[config.mk]
export PLATFORM = sky130hd
export DESIGN_NAME = mod_i2s_tx
export DESIGN_NICKNAME = d
export VERILOG_FILES = /design/src/rtl/mod_audio_pkg.sv /design/src/rtl/mod_sample_fifo.sv /design/src/rtl/mod_i2s_tx.sv
export SDC_FILE = /design/constraint.sdc
export NUM_CORES = 1
export LEC_CHECK = 0
export CORE_AREA = 2 2 176 126
export DETAILED_ROUTE_END_ITERATION = 10
export DIE_AREA = 0 0 178 128
export PLACE_DENSITY = 0.63
export SETUP_SLACK_MARGIN = 0.5
export SLEW_MARGIN = 20
export SYNTH_ARGS = -nofsm -noshare
export SYNTH_HDL_FRONTEND = slang
export SYNTH_HIERARCHICAL = 1
export SYNTH_SLANG_ARGS = --single-unit
[constraint.sdc]
create_clock -name i_clk -period 4.1 [get_ports i_clk]
set_input_delay 1.025 -clock i_clk [delete_from_list [all_inputs] [get_ports i_clk]]
set_output_delay 1.025 -clock i_clk [all_outputs]
set_load 0.02 [all_outputs]
[src/rtl/mod_audio_pkg.sv]
// Shared audio types for the I2S transmit path: sample widths, stereo word layout, FSM states.
// No logic, no latency; types only.
package mod_audio_pkg;

  localparam int SAMPLE_W   = 16;
  localparam int FRAME_BITS = 64;

  typedef struct packed {
    logic [SAMPLE_W-1:0] left;
    logic [SAMPLE_W-1:0] right;
  } stereo_sample_t;

  typedef enum logic {
    ST_IDLE = 1'b0,
    ST_RUN  = 1'b1
  } state_t;

endpackage

[src/rtl/mod_sample_fifo.sv]
// Synchronous sample FIFO; pop_dat is the head entry with zero read latency.
// Pushes while full and pops while empty are ignored; the caller uses full/empty as its flow control.
module mod_sample_fifo #(
  parameter int DEPTH = 4,
  parameter int WIDTH = 32,
  localparam int AW   = $clog2(DEPTH)
) (
  input  logic             clk,
  input  logic             rst_n,
  input  logic             push,
  input  logic [WIDTH-1:0] push_dat,
  input  logic             pop,
  output logic [WIDTH-1:0] pop_dat,
  output logic             full,
  output logic             empty,
  output logic [AW:0]      level
);

  logic [WIDTH-1:0] mem [DEPTH];
  logic [AW:0]      wr_ptr;
  logic [AW:0]      rd_ptr;
  logic             wr_en;
  logic             rd_en;

  // Pointers carry one extra wrap bit so full and empty are distinguishable.
  assign level   = wr_ptr - rd_ptr;
  assign full    = (level == (AW+1)'(DEPTH));
  assign empty   = (level == '0);
  assign wr_en   = push && !full;
  assign rd_en   = pop && !empty;
  assign pop_dat = mem[rd_ptr[AW-1:0]];

  always_ff @(posedge clk) begin
    if (wr_en) begin
      mem[wr_ptr[AW-1:0]] <= push_dat;
    end
  end

  always_ff @(posedge clk or negedge rst_n) begin
    if (!rst_n) begin
      wr_ptr <= '0;
      rd_ptr <= '0;
    end else begin
      if (wr_en) begin
        wr_ptr <= wr_ptr + 1'b1;
      end
      if (rd_en) begin
        rd_ptr <= rd_ptr + 1'b1;
      end
    end
  end

endmodule

[src/rtl/mod_i2s_tx.sv]
// I2S transmitter: buffers stereo words and serialises them with self-generated BCLK/LRCK, one word per 64-bit frame.
// A word is loaded at the start of the frame after it is queued; o_ready drops only while the FIFO is full.
module mod_i2s_tx #(
  parameter int BCLK_HALF  = 8,
  parameter int FIFO_DEPTH = 4,
  parameter int PRIME      = 2
) (
  input  logic                          i_clk,
  input  logic                          i_nrst,
  input  logic [31:0]                   i_sample,
  input  logic                          i_valid,
  output logic                          o_ready,
  output logic                          o_bclk,
  output logic                          o_lrck,
  output logic                          o_dacdat,
  output logic [$clog2(FIFO_DEPTH):0]   o_level,
  output logic [15:0]                   o_underrun_cnt
);

  import mod_audio_pkg::*;

  localparam int LW = $clog2(FIFO_DEPTH) + 1;
  localparam int CW = (BCLK_HALF > 1) ? $clog2(BCLK_HALF) : 1;
  localparam int KW = $clog2(FRAME_BITS);

  logic [CW-1:0]  div_cnt;
  logic           div_wrap;
  logic           fall_tick;
  logic [KW-1:0]  k;
  logic [KW-1:0]  k_nxt;
  logic [KW-2:0]  s_nxt;
  logic           frame_end;
  logic           slot_data;

  state_t         state;
  state_t         state_nxt;
  logic           load;
  logic           pop;
  logic           underrun_inc;
  logic           shift_en;

  logic           push;
  logic           fifo_full;
  logic           fifo_empty;
  stereo_sample_t fifo_word;
  stereo_sample_t sr;

  assign push    = i_valid && !fifo_full;
  assign o_ready = !fifo_full;

  mod_sample_fifo #(
    .DEPTH (FIFO_DEPTH),
    .WIDTH (2*SAMPLE_W)
  ) u_fifo (
    .clk      (i_clk),
    .rst_n    (i_nrst),
    .push     (push),
    .push_dat (i_sample),
    .pop      (pop),
    .pop_dat  (fifo_word),
    .full     (fifo_full),
    .empty    (fifo_empty),
    .level    (o_level)
  );

  assign div_wrap  = (div_cnt == CW'(BCLK_HALF-1));
  assign fall_tick = div_wrap && o_bclk;

  always_ff @(posedge i_clk or negedge i_nrst) begin
    if (!i_nrst) begin
      div_cnt <= '0;
      o_bclk  <= 1'b0;
    end else begin
      div_cnt <= div_wrap ? '0 : div_cnt + 1'b1;
      o_bclk  <= o_bclk ^ div_wrap;
    end
  end

  // Every serial output is retimed from k_nxt so it moves exactly on the BCLK falling edge.
  assign k_nxt     = k + 1'b1;
  assign s_nxt     = k_nxt[KW-2:0];
  assign frame_end = fall_tick && (k == KW'(FRAME_BITS-1));
  assign slot_data = (s_nxt != '0) && (s_nxt <= (KW-1)'(SAMPLE_W));

  always_ff @(posedge i_clk or negedge i_nrst) begin
    if (!i_nrst) begin
      k <= KW'(FRAME_BITS-1);
    end else if (fall_tick) begin
      k <= k_nxt;
    end
  end

  always_ff @(posedge i_clk or negedge i_nrst) begin
    if (!i_nrst) begin
      state <= ST_IDLE;
    end else begin
      state <= state_nxt;
    end
  end

  always_comb begin
    state_nxt = state;
    if (state == ST_IDLE && frame_end && (o_level >= LW'(PRIME))) begin
      state_nxt = ST_RUN;
    end
  end

  // Load decisions use pre-push occupancy, so a word arriving on a load edge waits for the next frame.
  always_comb begin
    load         = frame_end && (state_nxt == ST_RUN);
    pop          = load && !fifo_empty;
    underrun_inc = load && fifo_empty;
    shift_en     = fall_tick && (state == ST_RUN) && slot_data;
  end

  always_ff @(posedge i_clk or negedge i_nrst) begin
    if (!i_nrst) begin
      sr       <= '0;
      o_lrck   <= 1'b0;
      o_dacdat <= 1'b0;
    end else if (fall_tick) begin
      o_lrck   <= k_nxt[KW-1];
      o_dacdat <= shift_en ? sr[2*SAMPLE_W-1] : 1'b0;
      if (load) begin
        sr <= pop ? fifo_word : '0;
      end else if (shift_en) begin
        sr <= {sr[2*SAMPLE_W-2:0], 1'b0};
      end
    end
  end

  always_ff @(posedge i_clk or negedge i_nrst) begin
    if (!i_nrst) begin
      o_underrun_cnt <= '0;
    end else if (underrun_inc && (o_underrun_cnt != 16'hFFFF)) begin
      o_underrun_cnt <= o_underrun_cnt + 1'b1;
    end
  end

endmodule

---- Word level (Yosys, flattened, before mapping) ----
Memories as Yosys holds them, arrays and structs flattened.
Index checks and enable logic that the tools add are counted.
storage, ports and cells
  flip-flop bits (word level) ............. 67
  RAM bits ................................ 128
  input bits .............................. 35
  output and inout port bits .............. 23
  logic and storage cells ................. 54
  memories ................................ 1
memory list
  memory      words  width  rd ports  clocked after Yosys merged registers in  wr ports  line                   source
  u_fifo.mem  4      32     1         0                                        1         mod_sample_fifo.sv:19  logic [WIDTH-1:0] mem [DEPTH];
operators by class
  add/sub/neg operators ................... 6
  order comparisons ....................... 2
  eq/ne operators ......................... 4
  muxes and demuxes ....................... 8
  bitwise logic cells ..................... 2
  reductions and logical operators ........ 20
operators with widths
  kind                                                    number
  two-way mux 32 bit                                      3
  adder 16 x 1 -> 16 bit (second input constant)          1
  != test 16 bit (second input constant)                  1
  logical AND 1 bit                                       14
  adder 3 x 1 -> 3 bit (second input constant)            3
  adder 6 x 1 -> 6 bit (second input constant)            1
  == test 3 bit (second input constant)                   2
  == test 6 bit (second input constant)                   1
  less-or-equal comparator 5 bit (second input constant)  1
  nonzero test 5 bit                                      1
  two-way mux 1 bit                                       4
  >= comparator 3 x 2 -> 1 bit (second input constant)    1
  logical NOT 3 bit                                       1
  two-way mux 3 bit                                       1
  subtractor 3 bit                                        1
  logical NOT 1 bit                                       2
  AND reduction 2 bit                                     1
  nonzero test 2 bit                                      1
  NOT 1 bit                                               1
  XOR 1 bit                                               1

---- Longest topological paths before layout ----
Gate-level depths: netlist of run 1.
  depth in word-level cells ............... 10
  mapped depth ............................ 13

---- By module ----
The synthesis of run 1 kept the hierarchy.
modules (own cells, without submodules)
  module           times used  cells each  area an instance (um2)  seq. area each (um2)
  mod_sample_fifo  1           211         5051.1                  3993.8
  mod_i2s_tx       1           313         3303.2                  1534.0

---- Worst setup path before layout of run 1 ----
OpenSTA, ideal clock, no wires.
  path type ............................... reg2reg
  start ................................... reg u_fifo.wr_ptr[0]
  end ..................................... mem u_fifo.mem[3][0] (enable)
  setup time .............................. 0.432 ns
  arrival ................................. 3.534 ns
  data required time ...................... 3.668 ns
  slack ................................... 0.134 ns
  stages on the path, launching flop included .. 10
  clock period less this slack ............ 3.966 ns
  cells stage by stage .................... dfrtp_1 inv_1 ha_1 fa_1 xor3_2 nand2_1 inv_1 nor2b_1 nand2_1 a21oi_1
between the ends
  longest elaborated chain between the ends .. 7
ends and longest elaborated chain
  item                                     line                   source
  from (decl)                              mod_sample_fifo.sv:20  logic [AW:0] wr_ptr;
  from (signal assigned)                   mod_sample_fifo.sv:45  wr_ptr <= wr_ptr + 1'b1;
  subtractor 3 bit                         mod_sample_fifo.sv:26  assign level = wr_ptr - rd_ptr;
  via o_level[2]                           mod_i2s_tx.sv:16       output logic [$clog2(FIFO_DEPTH):0] o_level,
  == test 3 bit                            mod_sample_fifo.sv:27  assign full = (level == (AW+1)'(DEPTH));
  via fifo_full                            mod_i2s_tx.sv:43       logic fifo_full;
  logical NOT 1 bit                        mod_i2s_tx.sv:48       assign push = i_valid && !fifo_full;
  logical AND 1 bit                        mod_i2s_tx.sv:48
  via push                                 mod_i2s_tx.sv:42       logic push;
  logical AND 1 bit                        mod_sample_fifo.sv:29  assign wr_en = push && !full;
  two-way mux 1 bit                        mod_sample_fifo.sv:34  if (wr_en) begin
  two-way mux 1 bit (not written as such)  mod_sample_fifo.sv:35  mem[wr_ptr[AW-1:0]] <= push_dat;
  to (decl)                                mod_sample_fifo.sv:19
The timed path passes the listed nets, and every way through them passes these cells.

---- Worst setup path in the final report of run 1 ----
  start ................................... reg u_fifo.wr_ptr[0]
  end ..................................... out o_ready
between the ends
  longest elaborated chain between the ends .. 3
ends and longest elaborated chain
  item               line                   source
  subtractor 3 bit   mod_sample_fifo.sv:26
  == test 3 bit      mod_sample_fifo.sv:27
  via fifo_full      mod_i2s_tx.sv:43
  logical NOT 1 bit  mod_i2s_tx.sv:49       assign o_ready = !fifo_full;
  to (decl)          mod_i2s_tx.sv:12       output logic o_ready,
The timed path passes the listed nets, and every way through them passes these cells.

==> results of run 1 <==
[cells in the mapped netlist (2+ instances only)]
cell type  number  area share [%]
mux2_2          2            0.27
dfrtp_1        61              18
a21oi_1         2            0.12
buf_6           3            0.40
nand2_1        42             1.9
nand3_1         3            0.18
nand4_1         4            0.30
mux4_2         32             8.6
edfxtp_1      128              46
xor2_1          4            0.42
o221ai_2        8             1.4
o211ai_1        5            0.45
buf_4           2            0.18
a211o_1         2            0.21
nor2_1         10            0.45
and4_1          2            0.21
and3_1          7            0.52
and2_1          2            0.15
clkbuf_1       24             1.1
o221ai_1       22             2.3
nor3_1          8            0.48
nand2b_1       30             2.2
xnor2_1        21             2.2
dfstp_2         6             1.9
ha_1           11             1.6
or3_1           2            0.15
o311ai_0       30             3.1
o2111ai_1       8            0.84
inv_1          11            0.49
buf_2          10            0.60
[through the flow]
step / total power [mW] / instances
floorplan: 2.93 / 524
global placement: 3.21 / 840
detailed placement: 3.24 / 840
CTS: 4.89 / 873
global route: 5.07 / 875
finish: 4.86 / 875
[sequential cells by signal, summed over array words and instances, names as in the netlist, 3 cells and up]
register / flops
u_fifo/wr_ptr: 3
sr: 32
u_fifo/mem: 128
k: 6
u_fifo/rd_ptr: 3
o_underrun_cnt: 16
div_cnt: 3
[placed cells by master (no fill, tap or decap), drive strengths merged, types with 2 or more instances in the layout]
cell	n
clkdlybuf4s50	54
o21ai	2
edfxtp	128
dlygate4sd2	2
buf	21
nand2b	30
o311ai	31
clkinv	4
mux2	4
mux4	32
bufinv	2
and4	2
xor2	4
o2111ai	8
inv	13
and2	2
xnor2	21
ha	11
or3	2
o221ai	30
a211o	2
o211ai	6
dfrtp	61
nor3	9
clkbuf	22
nand2	42
a21oi	2
clkinvlp	2
and3	7
nand4	5
dfstp	6
nor2	10
nand3	4
[critical path: stages (launching register included)]
cell,delay (ps)
dfrtp_1,400
inv_1,100
ha_1,230
fa_2,390
xor3_2,400
nand2_1,120
inv_1,70
inv_1,50
dlygate4sd2_1,320
[logic make-up after synthesis]
kind of cell / after synthesis / synth area share (%)
simple gates: 118 / 7.59
xor+xnor: 26 / 2.92
mux: 36 / 9.21
fa+ha+maj: 12 / 1.89
flops: 195 / 66.2
compound gates: 86 / 9.42
buf+inv: 51 / 2.80
[cell type report]
cell class                 count  area [sq um]  area share (%)
inverter                      11          41.3           0.419
clock buffer                  22           464            4.71
sequential                   195          5530            56.1
tap                          282           353            3.58
clock inverter                10           126            1.28
multi-input combinational    278          2620            26.6
timing repair buffer          77           728            7.38
[metal layers]
layer / part of all wire, % / wire [um] / global-route usage [%]
met5: 0 / 0 / 0
met4: 1.0 / 163 / 4.82
met3: 4.6 / 740 / 3.56
met2: 48 / 7650 / 23.6
met1: 47 / 7490 / 20.8
[worst max-delay path by stage]
stage,startpoint,slack [ps],to,cells past startpoint
after floorplan,u_fifo/wr_ptr[0]$_DFFE_PN0P_,840,u_fifo/mem[3][0]$_DFFE_PP_,9
after global placement,u_fifo/wr_ptr[0]$_DFFE_PN0P_,770,o_ready,8
after detailed placement,u_fifo/wr_ptr[0]$_DFFE_PN0P_,690,o_ready,8
after CTS,u_fifo/wr_ptr[0]$_DFFE_PN0P_,460,o_ready,8
after global routing,u_fifo/wr_ptr[0]$_DFFE_PN0P_,470,o_ready,8
final,u_fifo/wr_ptr[0]$_DFFE_PN0P_,580,o_ready,8
[report_power, final]
| group | leakage (nW) | internal, mW | switching, mW | total, mW |
|---|---|---|---|---|
| logic | 1.11 | 0.285 | 0.446 | 0.731 |
| registers | 2.07 | 2.41 | 0.0642 | 2.47 |
| clock network | 0.283 | 0.940 | 0.714 | 1.65 |
[repair_timing]
action | CTS | global route
resized for setup | 2 | 3
endpoints found under the hold margin | 0 | 0
pin swaps | 1 | 0
setup buffers | 1 | 2
setup endpoints to repair | 2 | 27
==> results_dict.tcl, run 1 <==
set metrics [dict create \
    outcome "finished clean" \
    synth.avg_cell_area_sq_um 15.9 \
    cp.required_ps 3070 \
    first_global_vias 4912 \
    fill_cells 1793 \
    dieArea_sq_um 22800 \
    hold-worst-slack_ps 452 \
    fin_worst_skew_ps 9.60 \
    finalHoldViolCount 0 \
    arrival_ps 2490 \
    dr.pass1.iters 5 \
    htree_num_levels 4 \
    port_buffers 57 \
    fin_crit_sh_pct 85.8 \
    holdPathEnd "div_cnt[0]$_DFF_PN0_" \
    grt_pass1_wl_um 26000 \
    drt_iter0_markers 388 \
    tritoncts "yes" \
    ant_nets 0 \
    dpl_worst_slack_ps 690 \
    crit_type "flop to output port" \
    yosys_warnings 6 \
    fin_setup_tns_ps 0 \
    grt_start_max_net_pins 50 \
    layout-drive-gt1-share_pct 19.1 \
    slew_violations 0 \
    rows 45 \
    nets 627 \
    num_vias 4788 \
    synth_area_sq_um 8350 \
    syn_inst 524 \
    ir_drop_mv 0.279 \
    grt_use_total_pct 15.0 \
    routabilityCongestion 0.773 \
    area.growth.synth_to_final_pct 18.0 \
    clkLatencyLatePin_ps 430 \
    ys_ff_latch 195 \
    synthFlopType "edfxtp_1" \
    path_max_fanout 4 \
    fmax_ghz 0.284 \
    worst_setup_path_start_kind "flop" \
    fin_ws_ps 583 \
    endpoint_kind "output port" \
    cap_viol_max_count 0 \
    ff2ff_path_depth 10 \
    synth_edf_count 128 \
    finalCriticalPeriod_ps 3520 \
    design_area_sq_um 9860 \
    dpl_cell_area_sq_um 9240 \
    dpl.hpwl_um 9610 \
    worst_pin_slew_ps 819 \
    r2r_slack_ps 810 \
    core-area_sq_um 21200 \
    antenna_found_initial 0 \
    r2r_start "u_fifo/wr_ptr[0]$_DFFE_PN0P_" \
    clk_pin_slew_ps 60 \
    numCtsBuffers 17 \
    setup_viol 0 \
    async_flop_share_pct 34.4 \
    r2r_end "u_fifo/rd_ptr[1]$_DFFE_PN0P_" \
    max_slew_margin_pct 45.2 \
    ios 58 \
    worstHoldStart "div_cnt[0]$_DFF_PN0_" \
    p_per_area_nw_per_um2 492 \
    cts_buffer_depth 2 \
    p_leak_nw 3.47 \
    die_h_um 128 \
    viasPerCell 5.47 \
    grt_overflow_total 0 \
    diodes 0 \
    die_w_um 178 \
    min_path_cells 1 \
    synth_nets 571 \
    start_util_pct 39.4 \
    cts.sinks 195 \
    hold_buffers 0 \
    routed_wl_um 16000 \
    fin_util_pct 46.5 \
    wl_per_cell_um 18.3 \
    cts-root-buf "clkbuf_16" \
    synth_cell_types 52 \
    hold_class "flop to flop" \
    ys_seq_area_share_pct 66.2 \
    rsz0062_at_grt "false" \
    drc 0 \
]
No activity file was read; power rests on OpenSTA's default activity.
==> inputs of run 2 (changes only) <==
--- a/config.mk
+++ b/config.mk
@@ -8,10 +8,11 @@
 export CORE_AREA = 2 2 176 126
 export DETAILED_ROUTE_END_ITERATION = 10
 export DIE_AREA = 0 0 178 128
-export PLACE_DENSITY = 0.63
+export PLACE_DENSITY = 0.6
 export SETUP_SLACK_MARGIN = 0.5
-export SLEW_MARGIN = 20
+export SLEW_MARGIN = 10
 export SYNTH_ARGS = -nofsm -noshare
 export SYNTH_HDL_FRONTEND = slang
 export SYNTH_HIERARCHICAL = 1
 export SYNTH_SLANG_ARGS = --single-unit
+export TNS_END_PERCENT = 50
==> constraint.sdc (replaced) <==
create_clock -name i_clk -period 3.4 [get_ports i_clk]
set_input_delay 0.85 -clock i_clk [delete_from_list [all_inputs] [get_ports i_clk]]
set_output_delay 0.85 -clock i_clk [all_outputs]
set_load 0.02 [all_outputs]
==> run 2 against run 1 <==
  * Wire length is 2.8% higher
  * Largest cell class unchanged
  * Final cell count is 0.46% higher
  * Global-route usage is 0.60 points higher
  * Sequential power is 20% higher
  * Total power is 20% higher
  * Critical path type unchanged
==> results_dict.tcl, run 2 (synthesized netlist as in run 1, its figures left out) <==
set metrics [dict create \
    grt_overflow_total 0 \
    final_common_cell "edfxtp_1" \
    p_per_area_nw_per_um2 585 \
    dr.pass1.iters 4 \
    ir_drop_mv 0.255 \
    drt_iter0_markers 426 \
    worstPathCellList "ha_4 > fa_2 > xor3_2 > buf_4 > buf_2" \
    worst_setup_path_start_kind "flop" \
    dieArea_sq_um 22800 \
    wl_per_cell_um 18.8 \
    r2r_slack_ps 680 \
    num_vias 4758 \
    clkLatencyLatePin_ps 420 \
    die_h_um 128 \
    rsz0062_at_grt "true" \
    route.met3.wl_um 540 \
    clk_pin_slew_ps 70 \
    arrival_ps 2030 \
    layout-drive-gt1-share_pct 21.3 \
    rows 45 \
    grt_use_total_pct 15.6 \
    crit_type "flop to output port" \
    first_global_vias 4978 \
    stdcell_count 879 \
    layout_common_cells "128 x edfxtp_1, 60 x dfrtp_1, 53 x clkdlybuf4s50_1" \
    slew_violations 0 \
    hold_class "flop to flop" \
    nets 631 \
    fmax_ghz 0.347 \
    hold_buffers 0 \
    cts_buffer_depth 2 \
    endpoint_kind "output port" \
    core-area_sq_um 21200 \
    ant_nets 0 \
    area.growth.synth_to_final_pct 19.2 \
    drc 0 \
    cts-root-buf "clkbuf_16" \
    p_leak_nw 3.50 \
    holdPathEnd "div_cnt[0]$_DFF_PN0_" \
    largest_reg_flops 128 \
    start_util_pct 39.4 \
    top_layer_used "met4" \
    r2r_end "sr[4]$_DFFE_PN0P_" \
    slowest_stage "dfrtp_2" \
    antenna_found_initial 0 \
    wirelength_met1_um 7950 \
    dpl.hpwl_um 9830 \
    die_w_um 178 \
    path_max_fanout 7 \
    port_buffers 57 \
    cp-startpoint "u_fifo/rd_ptr[0]$_DFFE_PN0P_" \
    cp.required_ps 2550 \
    setup_viol 0 \
    critPathBufInv 2 \
    cts.sinks 195 \
    r2r_start "u_fifo/rd_ptr[0]$_DFFE_PN0P_" \
    cp_top_family "adder cells" \
    tritoncts "yes" \
    htree_num_levels 4 \
    numCtsBuffers 17 \
    max_slew_margin_pct 44.1 \
    post-place-cells 841 \
    fin_worst_skew_ps 7.65 \
    worst_pin_slew_ps 836 \
    min_path_cells 1 \
    routed_wl_um 16500 \
    cpPeakStageDelay_ps 430 \
    grt_start_max_net_pins 46 \
    ff2ff_path_depth 9 \
    cap_viol_max_count 0 \
    worstHoldStart "div_cnt[0]$_DFF_PN0_" \
    fin_crit_sh_pct 84.7 \
    outcome "finished clean" \
    fin_setup_tns_ps 0 \
    grt_pass1_wl_um 27100 \
    finalCriticalPeriod_ps 2880 \
    fin_util_pct 46.9 \
    ios 58 \
    finalHoldViolCount 0 \
    viasPerCell 5.41 \
    wl_met2_um 7910 \
    routabilityCongestion 0.794 \
]
[run 2: per-stage QoR]
step	hold WS (ps)	worst slack (ps)	cell area, sq um	power [mW]
after floorplan	409	329	8370	3.54
after global placement	421	358	9310	3.94
after detailed placement	435	273	9310	3.98
after CTS	444	491	9910	5.88
after global routing	468	454	9950	6.09
final	441	519	9960	5.82
[run 2: worst max path at each step]
stage                                      end  cells after the start
detailed placement                     o_ready                      8
global placement                       o_ready                      8
global route                           o_ready                      8
floorplan           u_fifo/mem[2][0]$_DFFE_PP_                      8
finish                              o_level[2]                      5
CTS                                    o_ready                      7
[run 2: timing repair]
item,in CTS,in global routing
setup buffers,3,2
gates cloned,1,0
setup endpoints to repair,51,49
pin swaps,1,2
resized for setup,17,3
[run 2: power breakdown]
part           switching (mW)  leakage [nW]  internal [mW]  total [mW]
registers              0.0711          2.07           2.90        2.97
logic                   0.580          1.18          0.418       0.999
clock network           0.853         0.246           1.00        1.85
[run 2: worst register-to-register path: stages (launching register included)]
cell and delay [ps]:
dfrtp_2 430, ha_4 160, fa_2 370, xor3_2 280, buf_4 190, nor3_2 270
or3_4 270, bufbuf_16 390, nand2_1 100, o221ai_1 160
[run 2: layout make-up]
cell class / instances / area, sq um
Fill cell: 1812 / 11300
Sequential cell: 195 / 5530
Multi-Input combinational cell: 278 / 2650
Timing Repair Buffer: 81 / 837
Clock buffer: 18 / 429
Tap cell: 282 / 353
Clock inverter: 13 / 111
Inverter: 11 / 41.3
Antenna cell: 1 / 2.50
[run 2: metal layers]
layer | GRT usage [%] | up-vias
met5 | 0 | -
met4 | 5.59 | 0
met3 | 2.82 | 8
met2 | 24.9 | 96
met1 | 21.6 | 2457
li1 | - | 2197
==> inputs of run 3 (changes only) <==
==> constraint.sdc (replaced) <==
create_clock -name i_clk -period 2.73 [get_ports i_clk]
set_input_delay 0.6825 -clock i_clk [delete_from_list [all_inputs] [get_ports i_clk]]
set_output_delay 0.6825 -clock i_clk [all_outputs]
set_load 0.02 [all_outputs]
==> run 3 against run 2 <==
  * First-iteration DRC count rose by 3.5%
  * Total power rose by 37%
  * Hold slack got worse by 190 ps
  * Critical endpoint is now sr[27]$_DFFE_PN0P_
  * Clock-buffer cell count rose by 1
  * Cell area rose by 15%
==> results_dict.tcl, run 3 (synthesized netlist as in run 1, its figures left out) <==
set metrics [dict create \
    fin_crit_sh_pct 97.7 \
    cp_top_family "buffers and inverters" \
    htree_num_levels 4 \
    cp.required_ps 3030 \
    grt.met1_usage_pct 24.7 \
    max_slew_margin_pct 50.9 \
    rsz0062_at_grt "true" \
    slew_violations 0 \
    first_global_vias 5463 \
    viasPerCell 5.66 \
    cp_num_cells 12 \
    design_area_sq_um 11500 \
    multiInputGateArea_sq_um 3280 \
    start_util_pct 39.4 \
    p_per_area_nw_per_um2 696 \
    r2r_slack_ps 60 \
    cts_buffer_depth 2 \
    crit_path_end "sr[27]$_DFFE_PN0P_" \
    cap_viol_max_count 0 \
    fin_worst_skew_ps 9.65 \
    crit_type "flop to flop" \
    grt_use_total_pct 18.0 \
    outcome "finished clean" \
    rows 45 \
    die_w_um 178 \
    clk_pin_slew_ps 70 \
    path_max_fanout 8 \
    grt_pass1_wl_um 31000 \
    cts-root-buf "clkbuf_16" \
    area.growth.synth_to_final_pct 37.1 \
    r2r_start "u_fifo/wr_ptr[0]$_DFFE_PN0P_" \
    clkLatencyLatePin_ps 430 \
    port_buffers 57 \
    finalHoldViolCount 0 \
    drt_iter0_markers 441 \
    layout_common_cells "128 x edfxtp_1, 60 x dfrtp_1, 52 x clkdlybuf4s50_1" \
    fill_cells 1692 \
    ir_drop_mv 0.375 \
    antenna_found_initial 0 \
    core-area_sq_um 21200 \
    p_leak_nw 4.02 \
    grt_start_max_net_pins 68 \
    use_met2_pct 29.3 \
    ff2ff_path_depth 12 \
    slowest_stage "or3_4" \
    worst_pin_slew_ps 737 \
    cp-startpoint "u_fifo/wr_ptr[0]$_DFFE_PN0P_" \
    nets 679 \
    setup_viol 0 \
    layout-drive-gt1-share_pct 36.8 \
    dr.pass1.iters 5 \
    grt_overflow_total 0 \
    hold-worst-slack_ps 254 \
    numCtsBuffers 17 \
    arrival_ps 2970 \
    fin_ws_ps 61.8 \
    power.total_mw 7.98 \
    ant_nets 0 \
    dpl_worst_slack_ps -129 \
    routabilityCongestion 0.789 \
    dpl.hpwl_um 10400 \
    dpl_cell_area_sq_um 9500 \
    final_common_cell "edfxtp_1" \
    worstPathCellList "inv_2 > ha_4 > fa_2 > xor3_2 > buf_6 > nor3_4 > buf_6 > buf_6 > or3_4 > buf_12 > o311ai_2 > o221ai_2" \
    wl_per_cell_um 21.5 \
    r2r_end "sr[27]$_DFFE_PN0P_" \
    routed_wl_um 19900 \
    diodes 0 \
    critPathBufInv 5 \
    worst_setup_path_start_kind "flop" \
    ios 58 \
    ff_latch_area_sq_um 5530 \
    top_usage_layer "met2" \
    fmax_ghz 0.375 \
    cts.sinks 195 \
    crit_top_cell "buf_6" \
    met3_usage_pct 3.50 \
    endpoint_kind "flop" \
    cpPeakStageDelay_ps 470 \
    finalCriticalPeriod_ps 2670 \
    tritoncts "yes" \
    largest_reg_flops 128 \
    die_h_um 128 \
    dieArea_sq_um 22800 \
    hold_class "input pin to async pin" \
    drc 0 \
    num_vias 5237 \
]
## run 3: cell count changes in the layout (fill, tap and decap cells not counted), moves of 3 or more
cell	delta
o311ai_4	+19
clkinvlp_4	-3
nand2_2	+4
and3_4	+3
o221ai_1	-11
buf_4	+3
buf_12	+12
buf_6	+19
nand2_1	-15
o311ai_0	-28
o221ai_2	+11
o311ai_2	+8
buf_16	+12
nand2_4	+11
## run 3: layout make-up
class | count | area share, %
Sequential cell | 195 | 48.3
Multi-Input combinational cell | 279 | 28.6
Clock inverter | 12 | 1.16
Inverter | 11 | 0.404
Timing Repair Buffer | 128 | 14.7
Clock buffer | 19 | 3.78
Tap cell | 282 | 3.08
## run 3: routing by layer
layer,up-vias,part of all wire [%],wire length [um]
met4,0,1.5,298
met1,2735,44,8810
met3,29,4.8,946
met5,-,0,0
met2,161,49,9840
li1,2312,-,-
## run 3: how the worst min path moves through the flow
stage	start	end	slack (ps)	cells after the start
6_report	i_nrst	u_fifo/rd_ptr[2]$_DFFE_PN0P_	250	2
5_1_grt	i_nrst	u_fifo/rd_ptr[2]$_DFFE_PN0P_	290	2
4_1_cts	i_nrst	sr[21]$_DFFE_PN0P_	270	2
3_5_place_dp	div_cnt[0]$_DFF_PN0_	div_cnt[0]$_DFF_PN0_	440	1
3_3_place_gp	div_cnt[0]$_DFF_PN0_	div_cnt[0]$_DFF_PN0_	420	1
2_1_floorplan	i_nrst	div_cnt[0]$_DFF_PN0_	390	0
## run 3: where the power goes
group / internal (mW) / total, mW / switching, mW / leakage (nW)
logic: 0.929 / 1.84 / 0.910 / 1.68
registers: 3.61 / 3.70 / 0.0865 / 2.07
clock network: 1.35 / 2.44 / 1.09 / 0.271
total: 5.89 / 7.98 / 2.09 / 4.02
## run 3: metrics by stage
stage	util, %	TNS, ps	cells
finish	54.0	0	926
global placement	44.7	-349	855
CTS	52.5	0	921
floorplan	-	-13570	524
detailed placement	44.7	-2500	855
global route	54.0	-70.7	926
## run 3: what timing repair did
| action | CTS | global route |
|---|---|---|
| setup endpoints to repair | 186 | 193 |
| resized for setup | 150 | 44 |
| hold buffers | 0 | 0 |
| gates cloned | 13 | 2 |
| setup buffers | 22 | 3 |
| pin swaps | 29 | 6 |
